--- src/rtl/ifu_if.sv ---
// Fetch-unit bus bundle: instruction-memory port, redirect input and the decode-side handshake.
interface ifu_if #(
   parameter int WIDTH = 64
);
   logic             imem_req_valid;
   logic             imem_req_ready;
   logic [WIDTH-1:0] imem_addr;
   logic             imem_resp_valid;
   logic [31:0]      imem_resp_data;
   logic             imem_resp_err;
   logic             redirect_valid;
   logic [WIDTH-1:0] redirect_pc;
   logic             out_valid;
   logic             out_ready;
   logic [WIDTH-1:0] out_pc;
   logic [31:0]      out_inst;
   logic             out_fault;

   modport master (
      output imem_req_valid, imem_addr, out_valid, out_pc, out_inst, out_fault,
      input  imem_req_ready, imem_resp_valid, imem_resp_data, imem_resp_err,
             redirect_valid, redirect_pc, out_ready
   );

   modport slave (
      input  imem_req_valid, imem_addr, out_valid, out_pc, out_inst, out_fault,
      output imem_req_ready, imem_resp_valid, imem_resp_data, imem_resp_err,
             redirect_valid, redirect_pc, out_ready
   );
endinterface

--- src/rtl/ifu.sv ---
// Non-pipelined instruction fetch unit: owns the PC, keeps one memory request in flight,
// buffers the fetched word for decode and squashes wrong-path responses after a redirect.
module ifu #(
   parameter int               WIDTH    = 64,
   parameter logic [WIDTH-1:0] RESET_PC = WIDTH'(64'h8000_0000)
) (
   input logic   clk,
   input logic   rst,
   ifu_if.master bus
);

   typedef enum logic [1:0] {REQ, WAIT, HOLD, STOP} state_t;

   state_t           state, state_n;
   logic [WIDTH-1:0] pc, pc_n;
   logic             kill, kill_n;
   logic             misaligned;
   logic             load;
   logic [31:0]      load_inst;
   logic             load_fault;
   logic [WIDTH-1:0] buf_pc;
   logic [31:0]      buf_inst;
   logic             buf_fault;

   assign misaligned = (pc[1:0] != 2'b00);

   // A redirect outranks every other transition; in WAIT it cannot abandon the outstanding
   // request, so it marks it killed and the response is dropped when it arrives.
   always_comb begin
      state_n    = state;
      pc_n       = pc;
      kill_n     = kill;
      load       = 1'b0;
      load_inst  = '0;
      load_fault = 1'b0;
      case (state)
         REQ: begin
            if (bus.redirect_valid) begin
               pc_n = bus.redirect_pc;
            end else if (misaligned) begin
               load       = 1'b1;
               load_fault = 1'b1;
               state_n    = HOLD;
            end else if (bus.imem_req_ready) begin
               state_n = WAIT;
            end
         end
         WAIT: begin
            if (bus.imem_resp_valid) begin
               kill_n  = 1'b0;
               state_n = REQ;
               if (bus.redirect_valid) begin
                  pc_n = bus.redirect_pc;
               end else if (!kill) begin
                  load       = 1'b1;
                  load_inst  = bus.imem_resp_err ? 32'h0 : bus.imem_resp_data;
                  load_fault = bus.imem_resp_err;
                  state_n    = HOLD;
               end
            end else if (bus.redirect_valid) begin
               pc_n   = bus.redirect_pc;
               kill_n = 1'b1;
            end
         end
         HOLD: begin
            if (bus.redirect_valid) begin
               pc_n    = bus.redirect_pc;
               state_n = REQ;
            end else if (bus.out_ready) begin
               if (buf_fault) begin
                  state_n = STOP;
               end else begin
                  pc_n    = pc + WIDTH'(4);
                  state_n = REQ;
               end
            end
         end
         STOP: begin
            if (bus.redirect_valid) begin
               pc_n    = bus.redirect_pc;
               state_n = REQ;
            end
         end
         default: state_n = REQ;
      endcase
   end

   // State, PC and kill flag; the output buffer only changes on a load, so it is stable in HOLD.
   always_ff @(posedge clk or posedge rst) begin
      if (rst) begin
         state     <= REQ;
         pc        <= RESET_PC;
         kill      <= 1'b0;
         buf_pc    <= '0;
         buf_inst  <= '0;
         buf_fault <= 1'b0;
      end else begin
         state <= state_n;
         pc    <= pc_n;
         kill  <= kill_n;
         if (load) begin
            buf_pc    <= pc;
            buf_inst  <= load_inst;
            buf_fault <= load_fault;
         end
      end
   end

   assign bus.imem_req_valid = !rst && (state == REQ) && !misaligned && !bus.redirect_valid;
   assign bus.imem_addr      = pc;
   assign bus.out_valid      = (state == HOLD);
   assign bus.out_pc         = buf_pc;
   assign bus.out_inst       = buf_inst;
   assign bus.out_fault      = buf_fault;

endmodule

--- src/flat_wrapper.sv ---
// flat-port wrapper written by rule: the top's interface ports become plain ports
module ifu_flat 
#(
   parameter int               WIDTH    = 64,
   parameter logic [WIDTH-1:0] RESET_PC = WIDTH'(64'h8000_0000)
)
  (clk, rst, bus_imem_req_valid, bus_imem_addr, bus_out_valid, bus_out_pc, bus_out_inst, bus_out_fault, bus_imem_req_ready, bus_imem_resp_valid, bus_imem_resp_data, bus_imem_resp_err, bus_redirect_valid, bus_redirect_pc, bus_out_ready);
  ifu_if #(.WIDTH(WIDTH)) bus_i ();
  input logic clk;
  input logic rst;
  output wire logic [$bits(bus_i.imem_req_valid)-1:0] bus_imem_req_valid;
  output wire logic [$bits(bus_i.imem_addr)-1:0] bus_imem_addr;
  output wire logic [$bits(bus_i.out_valid)-1:0] bus_out_valid;
  output wire logic [$bits(bus_i.out_pc)-1:0] bus_out_pc;
  output wire logic [$bits(bus_i.out_inst)-1:0] bus_out_inst;
  output wire logic [$bits(bus_i.out_fault)-1:0] bus_out_fault;
  input wire logic [$bits(bus_i.imem_req_ready)-1:0] bus_imem_req_ready;
  input wire logic [$bits(bus_i.imem_resp_valid)-1:0] bus_imem_resp_valid;
  input wire logic [$bits(bus_i.imem_resp_data)-1:0] bus_imem_resp_data;
  input wire logic [$bits(bus_i.imem_resp_err)-1:0] bus_imem_resp_err;
  input wire logic [$bits(bus_i.redirect_valid)-1:0] bus_redirect_valid;
  input wire logic [$bits(bus_i.redirect_pc)-1:0] bus_redirect_pc;
  input wire logic [$bits(bus_i.out_ready)-1:0] bus_out_ready;
  assign bus_imem_req_valid = bus_i.imem_req_valid;
  assign bus_imem_addr = bus_i.imem_addr;
  assign bus_out_valid = bus_i.out_valid;
  assign bus_out_pc = bus_i.out_pc;
  assign bus_out_inst = bus_i.out_inst;
  assign bus_out_fault = bus_i.out_fault;
  assign bus_i.imem_req_ready = bus_imem_req_ready;
  assign bus_i.imem_resp_valid = bus_imem_resp_valid;
  assign bus_i.imem_resp_data = bus_imem_resp_data;
  assign bus_i.imem_resp_err = bus_imem_resp_err;
  assign bus_i.redirect_valid = bus_redirect_valid;
  assign bus_i.redirect_pc = bus_redirect_pc;
  assign bus_i.out_ready = bus_out_ready;
  ifu #(.WIDTH(WIDTH), .RESET_PC(RESET_PC)) u_core (.clk(clk), .rst(rst), .bus(bus_i));
endmodule
--- config.mk ---
export PLATFORM = sky130hd
export DESIGN_NAME = ifu_flat
export DESIGN_NICKNAME = d
export VERILOG_FILES = /design/src/rtl/ifu_if.sv /design/src/rtl/ifu.sv /design/src/flat_wrapper.sv
export SDC_FILE = /design/constraint.sdc
export NUM_CORES = 1
export LEC_CHECK = 0
export BUFFER_PORTS_ARGS = -buffer_cell sky130_fd_sc_hd__buf_2
export CAP_MARGIN = 20
export CORE_ASPECT_RATIO = 0.6
export CORE_MARGIN = 2
export CORE_UTILIZATION = 55
export CTS_CLUSTER_DIAMETER = 30
export DETAILED_ROUTE_END_ITERATION = 10
export PLACE_DENSITY_LB_ADDON = 0.2
export REMOVE_ABC_BUFFERS = 1
export SLEW_MARGIN = 25
export SYNTH_ARGS = -nofsm -noshare
export SYNTH_HDL_FRONTEND = slang
export SYNTH_SLANG_ARGS = --single-unit
--- constraint.sdc ---
create_clock -name clk -period 7.5 [get_ports clk]
set_input_delay 0.375 -clock clk [delete_from_list [all_inputs] [get_ports clk]]
set_output_delay 0.375 -clock clk [all_outputs]
set_load 0.02 [all_outputs]
==> out/results.tsv, run 1 <==
stage	metric	value	unit
status	outcome	completed	
synthesis	top post-synthesis cells by count	nand2_1, dfrtp_1, clkbuf_1, nor2_1, o21ai_0	
drt	Antenna Violating Nets Remaining	0	
global_routing	largest net degree at the start of global routing	97	
die	Initial Util	57.1	%
die	Die X	159	um
power	Pint	2.07	mW
clocking	worst skew pair latency	0.43	ns
synthesis	EDFF count, synth	0	
global_routing	vias in the first global route	7348	
min_path	HP Class	in2async	
worst_setup_path	Worst R2R Start	u_core.state[0]	
global_routing	initial antenna violation count	3	
drt	DRC Markers	0	
power	Gate power share	36.7	%
timing	period utilization	41.8	%
power	Seq pwr share	39.3	%
worst_setup_path	Max FO, Critical Path	25	
clocking	CTS Buf Count	17	
power	PwrDens	360	mW/mm^2
drt	Total Wirelength	24.7	mm
worst_setup_path	Worst EP arrival	3.47	ns
clocking	CTS tree	yes	
layout	Area Overhead vs Synth	25.6	%
clocking	Max Root-Sink Buffers	2	
synthesis	FF+latch count, synth	164	
synthesis	Post-Syn Area per Cell	9.06	um^2
timing	Relative slew margins	28.4	%
worst_setup_path	critical path launch point type	flip-flop	
layout	fill cell count	1143	
synthesis	sequential share of the synthesized area	51.8	%
drt	via count	7959	
timing	Fmax	319	MHz
synthesis	Main synth FF type	dfrtp_1	
layout	layout cells sized above 1	29.5	%
clocking	Worst-path clk slew	0.07	ns
timing	RSZ-0062 raised after global routing	false	
placed_design	Port Buffers	265	
synthesis	largest area contributor in the netlist	dfrtp_1	
placed_design	routability cong.	0.875	
run	Max-Cap Viols	0	
drt	Pre-antenna DRT Iters	5	
power	NetSw	1.51	mW
global_routing	total grt overflow	0	
layout	final net count	1209	
synthesis	top cells by area, synth	dfrtp_1, nand2_1, a22o_1, o21ai_0, clkbuf_1	
drt	DR vias/cell	6.07	
power	Sw Ratio	42.2	%
clocking	clk root buf	clkbuf_16	
layout	Seq. cell area	0.00411	mm^2
timing	final worst setup slack	4.36	ns
synthesis	share of the synthesized area in the top cell type	51.5	%
drt	WL/cell	18.8	um
synthesis	Yosys warning count	0	
drt	initial DRC count	899	
power	clock group share of total power	24.0	%
clocking	# H-tree levels	4	
die	Die ar.	0.0154	mm^2
die	Top Ports	266	
die	row count	33	
timing	Setup TNS Final	0	ns
power	Tot Pwr	3.58	mW
placed_design	Setup WS pre-CTS	4.46	ns
global_routing	Tot GR Track Use	31.8	%
synthesis	synthesized area	0.00792	mm^2
synthesis	cell with the most instances after synthesis	nand2_1	
power	Pleak	4.89	nW
clocking	Resized cells post-CTS	0	
layout	Multi-input gate area	0.00354	mm^2
timing	Max Clock Skew	0.0158	ns
worst_setup_path	CP Capture Type	flip-flop	
timing	# setup viols final	0	
die	Die Ht	97.0	um
clocking	Setup Fix Bufs, Post-CTS	0	
placed_design	DP Wirelength	17.0	mm
layout	fin util	71.7	%
timing	Slew Viols, Final	0	
worst_setup_path	CP Launch Point	u_core.state[0]	
power	Worst VDD drop	0.217	mV
worst_setup_path	kind of critical path	reg2reg	
clocking	Hold Buf Count CTS	0	
clocking	Num Clock Sinks	164	
die	core region area	0.0139	mm^2
synthesis	async set-reset flop share out of synthesis	100	%
timing	worst slew pin tran	1.07	ns
synthesis	Post-Syn Instances	874	
synthesis	Synth cell types	72	
worst_setup_path	Data required, critical path	7.83	ns
timing	final hold vios	0	
global_routing	first-pass GRT wire length	39.3	mm
timing	post-route minimum period	3.14	ns
worst paths after layout:
kind / endpoint / slack, ns / depth (start not counted)
max: u_core.bus.imem_addr[48] / 4.36 / 5
min: u_core.bus.out_pc[0] / 0.08 / 2
max reg2reg: u_core.bus.imem_addr[48] / 4.36 / 5
min reg2reg: u_core.bus.out_pc[21] / 0.47 / 2
max in group asynchronous: u_core.bus.out_pc[60] / 6.19 / 3
min in group clk: u_core.bus.out_inst[10] / 0.15 / 2
metrics by stage:
step / cell area (um^2) / cells / hold slack, ns
3_5_place_dp: 9320 / 1277 / 0.457
6_report: 9950 / 1312 / 0.0835
2_1_floorplan: 7650 / 811 / 0.461
3_3_place_gp: 9320 / 1277 / 0.452
4_1_cts: 9890 / 1309 / 0.121
5_1_grt: 9940 / 1310 / 0.149
registers in the layout (all words and copies together), names as in the netlist:
| name | flops |
|---|---|
| u_core.state | 2 |
| u_core.bus.out_inst | 32 |
| u_core.bus.imem_addr | 64 |
| u_core.bus.out_pc | 64 |
| u_core.kill | 1 |
| u_core.bus.out_fault | 1 |
cells by family (layout without fill, tap and decap cells):
group                    Yosys count  in the layout  share of synthesized area [%]
AO/OA/AOI/OAI                    192            192                           17.3
XOR/XNOR                           6              6                          0.663
adder cells (fa/ha/maj)            1              1                          0.158
buffers and inverters             76            320                           4.07
flip-flops                       164            164                           51.8
multiplexers                       3              3                          0.411
other                              0              2                              0
AND/OR/NAND/NOR                  432            432                           25.6
critical path, cell delays in order, from the launching register on:
cell       delay [ns]
dfrtp_1          0.53
nand4bb_1        0.85
nand2_1          1.08
and3_1           0.25
a31oi_1          0.08
o31ai_1          0.24
routing by layer:
metal	part of all wire, %	GRT usage, %	vias up
met3	12	9.99	35
li1	-	-	3613
met2	44	46.0	468
met1	44	46.7	3843
met4	1.0	7.69	0
met5	0	0	-
placed cells by master, fill, tap and decap left out, drive strengths merged, types with 4 or more instances in the layout:
| cell type | synthesis | final |
|---|---|---|
| nor2 | 50 | 50 |
| nor4 | 12 | 12 |
| and3 | 24 | 24 |
| nand3 | 35 | 35 |
| and2 | 4 | 4 |
| o31ai | 6 | 6 |
| clkinv | 0 | 6 |
| o22a | 5 | 5 |
| nand2 | 226 | 226 |
| buf | 7 | 275 |
| xnor2 | 5 | 5 |
| a311oi | 7 | 7 |
| a22o | 34 | 34 |
| a21oi | 26 | 26 |
| inv | 13 | 18 |
| o21ai | 38 | 38 |
| nand4 | 17 | 17 |
| nor2b | 4 | 4 |
| dfrtp | 163 | 163 |
| or4 | 9 | 9 |
| a31oi | 23 | 23 |
| nor3 | 24 | 24 |
| and4 | 11 | 11 |
| o22ai | 10 | 10 |
| clkbuf | 51 | 18 |
| o32a | 5 | 5 |
layout make-up:
type | instances | area share, %
Sequential cell | 164 | 41.3
Tap cell | 192 | 2.42
Inverter | 13 | 0.541
Timing Repair Buffer | 275 | 14.3
Clock buffer | 18 | 4.31
Clock inverter | 14 | 1.46
Multi-Input combinational cell | 634 | 35.6
Antenna cell | 2 | 0.0503
power groups by stage:
stage	Clock [mW]	Sequential, mW	Combinational (mW)
global placement	0	1.40	1.27
finish	0.859	1.41	1.31
CTS	0.865	1.40	1.30
floorplan	0	1.69	0.516
global route	0.904	1.44	1.43
detailed placement	0	1.41	1.30
Power figures use the tool's default switching activity.
==> run 2, diff against run 1 <==
CORE_UTILIZATION = 46   (was 55)
clock period = 2.5 ns   (was 7.5 ns; I/O delays follow)
==> run 2 against run 1 <==
First-iteration DRC count decreased by 3.0%. Clock skew increased by 0.0011 ns. Register-to-register slack got worse by 4.3 ns. Total power increased to 3.1 times the previous value. Sequential power increased to 2.9 times the previous value. Critical path type unchanged. Highest routed layer unchanged.
==> out/results.tsv, run 2 (same netlist as run 1, synthesis figures left out) <==
stage	metric	value	unit	change
die	row count	37		was 33
worst_setup_path	critical path launch point type	flip-flop		unchanged
timing	worst slew pin tran	0.583	ns	was 1.07 ns
timing	Fmax	414	MHz	was 319 MHz
timing	Slew Viols, Final	0		unchanged
timing	Setup TNS Final	0	ns	unchanged
placed_design	DP Wirelength	19.3	mm	was 17.0 mm
drt	WL/cell	18.9	um	was 18.8 um
clocking	clk root buf	clkbuf_16		unchanged
layout	most frequent cells in the layout	buf_2, nand2_1, dfrtp_1		unchanged
global_routing	Tot GR Track Use	30.7	%	was 31.8%
layout	layout cells sized above 1	31.5	%	was 29.5%
worst_setup_path	slack of the worst reg-to-reg path	0.08	ns	was 4.36 ns
worst_setup_path	CP Launch Point	u_core.bus.imem_addr[2]		was u_core.state[0]
power	Pleak	5.47	nW	was 4.89 nW
global_routing	initial antenna violation count	0		was 3
die	Die ar.	0.0183	mm^2	was 0.0154 mm^2
worst_setup_path	slowest stage delay, CP	0.61	ns	was 1.08 ns
placed_design	placed cell count	1381		was 1277
drt	Pre-antenna DRT Iters	7		was 5
worst_setup_path	kind of critical path	reg2reg		unchanged
die	Initial Util	46.6	%	was 57.1%
die	core region area	0.0170	mm^2	was 0.0139 mm^2
layout	final net count	1341		was 1209
worst_setup_path	Crit Reg-Reg Endpoint	u_core.bus.imem_addr[38]		was u_core.bus.imem_addr[48]
worst_setup_path	Data required, critical path	2.85	ns	was 7.83 ns
status	outcome	completed		unchanged
min_path	HP Class	in2reg		was in2async
global_routing	first-pass GRT wire length	44.2	mm	was 39.3 mm
worst_setup_path	CP Capture Type	flip-flop		unchanged
run	Max-Cap Viols	0		unchanged
drt	initial DRC count	872		was 899
clocking	Max Root-Sink Buffers	2		unchanged
timing	Relative slew margins	60.8	%	was 28.4%
layout	Inserted Diodes	0		was 2
placed_design	Port Buffers	265		unchanged
worst_setup_path	Worst EP arrival	2.77	ns	was 3.47 ns
clocking	Worst-path clk slew	0.07	ns	about the same
clocking	CTS Buf Count	17		unchanged
drt	Antenna Violating Nets Remaining	0		unchanged
layout	commonest non-fill, non-tap cell in the layout	buf_2		unchanged
worst_setup_path	CP Cell Sequence	ha_2, and3_1, nand4_1, or3_1, or4_1, a31oi_1		was nand4bb_1, nand2_1, and3_1, a31oi_1, o31ai_1
power	PwrDens	993	mW/mm^2	was 360 mW/mm^2
drt	DR vias/cell	5.69		was 6.07
clocking	# H-tree levels	4		unchanged
timing	Max Clock Skew	0.0169	ns	was 0.0158 ns
drt	Total Wirelength	28.0	mm	was 24.7 mm
layout	Area Overhead vs Synth	41.0	%	was 25.6%
worst_setup_path	Worst R2R Start	u_core.bus.imem_addr[2]		was u_core.state[0]
drt	DRC Markers	0		unchanged
timing	# setup viols final	0		unchanged
worst_setup_path	CP Capture Point	u_core.bus.imem_addr[38]		was u_core.bus.imem_addr[48]
clocking	worst skew pair latency	0.44	ns	was 0.43 ns
die	Top Ports	266		unchanged
timing	period utilization	96.7	%	was 41.8%
global_routing	largest net degree at the start of global routing	68		was 97
drt	via count	8438		was 7959
clocking	Num Clock Sinks	164		unchanged
power	Worst VDD drop	0.509	mV	was 0.217 mV
timing	post-route minimum period	2.42	ns	was 3.14 ns
timing	final hold vios	0		unchanged
layout	Cell Count, Final, Fillers Out	1483		was 1312
layout	fin util	65.8	%	was 71.7%
die	Die X	173	um	was 159 um
worst_setup_path	R2R cell count	6		was 5
worst_setup_path	CP max stage cell	or3_1		was nand2_1
clocking	CTS tree	yes		unchanged
die	Die Ht	106	um	was 97.0 um
worst_setup_path	Max FO, Critical Path	10		was 25
global_routing	vias in the first global route	8142		was 7348
global_routing	total grt overflow	0		unchanged
placed_design	routability cong.	0.933		was 0.875
## run 2: through the flow
step	hold WS [ns]	setup WS [ns]	area [um^2]	total power, mW
3_5_place_dp	0.180	0.0834	9900	8.43
3_3_place_gp	0.179	0.121	9900	8.36
2_1_floorplan	0.211	-4.94	7650	6.61
5_1_grt	0.0275	-0.0227	11200	11.7
6_report	0.00931	0.0828	11200	11.1
4_1_cts	0.00637	0.0339	11100	11.1
## run 2: where the power goes
part           total (mW)  switching (mW)  leakage, nW  internal [mW]
combinational        4.51            2.89         3.20           1.62
clock                2.55            1.17        0.257           1.38
sequential           4.04           0.568         2.01           3.47
total                11.1            4.62         5.47           6.47
## run 2: what timing repair did
item	in CTS	in global routing
gates resized for setup	0	4
hold endpoints to repair	109	0
hold buffers	69	0
buffers inserted	0	2
endpoints found under the setup margin	0	6
## run 2: per-layer routing
layer	part of all wire [%]	GRT usage [%]	vias up
li1	-	-	3882
met1	45	45.7	4079
met2	42	43.9	427
met3	10	7.86	50
met4	2.0	9.44	0
met5	0	0	-
## run 2: worst min-delay path by stage
| stage | startpoint | end | cells past startpoint |
|---|---|---|---|
| after floorplan | bus_imem_resp_valid | u_core.kill | 1 |
| after global placement | rst | u_core.bus.imem_addr[0] | 2 |
| after detailed placement | rst | u_core.bus.imem_addr[0] | 2 |
| after CTS | bus_redirect_pc[29] | u_core.bus.imem_addr[29] | 3 |
| after global routing | bus_redirect_pc[19] | u_core.bus.imem_addr[19] | 3 |
| final | bus_redirect_pc[15] | u_core.bus.imem_addr[15] | 3 |
## run 2: critical path: cells and delay by family, from the launching register on
kind            cells  cell delay, ns
flops               1            0.37
fa+ha+maj           1            0.20
simple gates        4            1.57
compound gates      1            0.18
## run 2: cell type report
cell class | instances | area [um^2]
repair buffers | 407 | 2630
flip-flops and latches | 164 | 4110
clock inverters | 12 | 121
multi-input cells | 634 | 3540
inverters | 13 | 53.8
well taps | 234 | 293
clock buffers | 19 | 433
fillers | 1452 | 5820
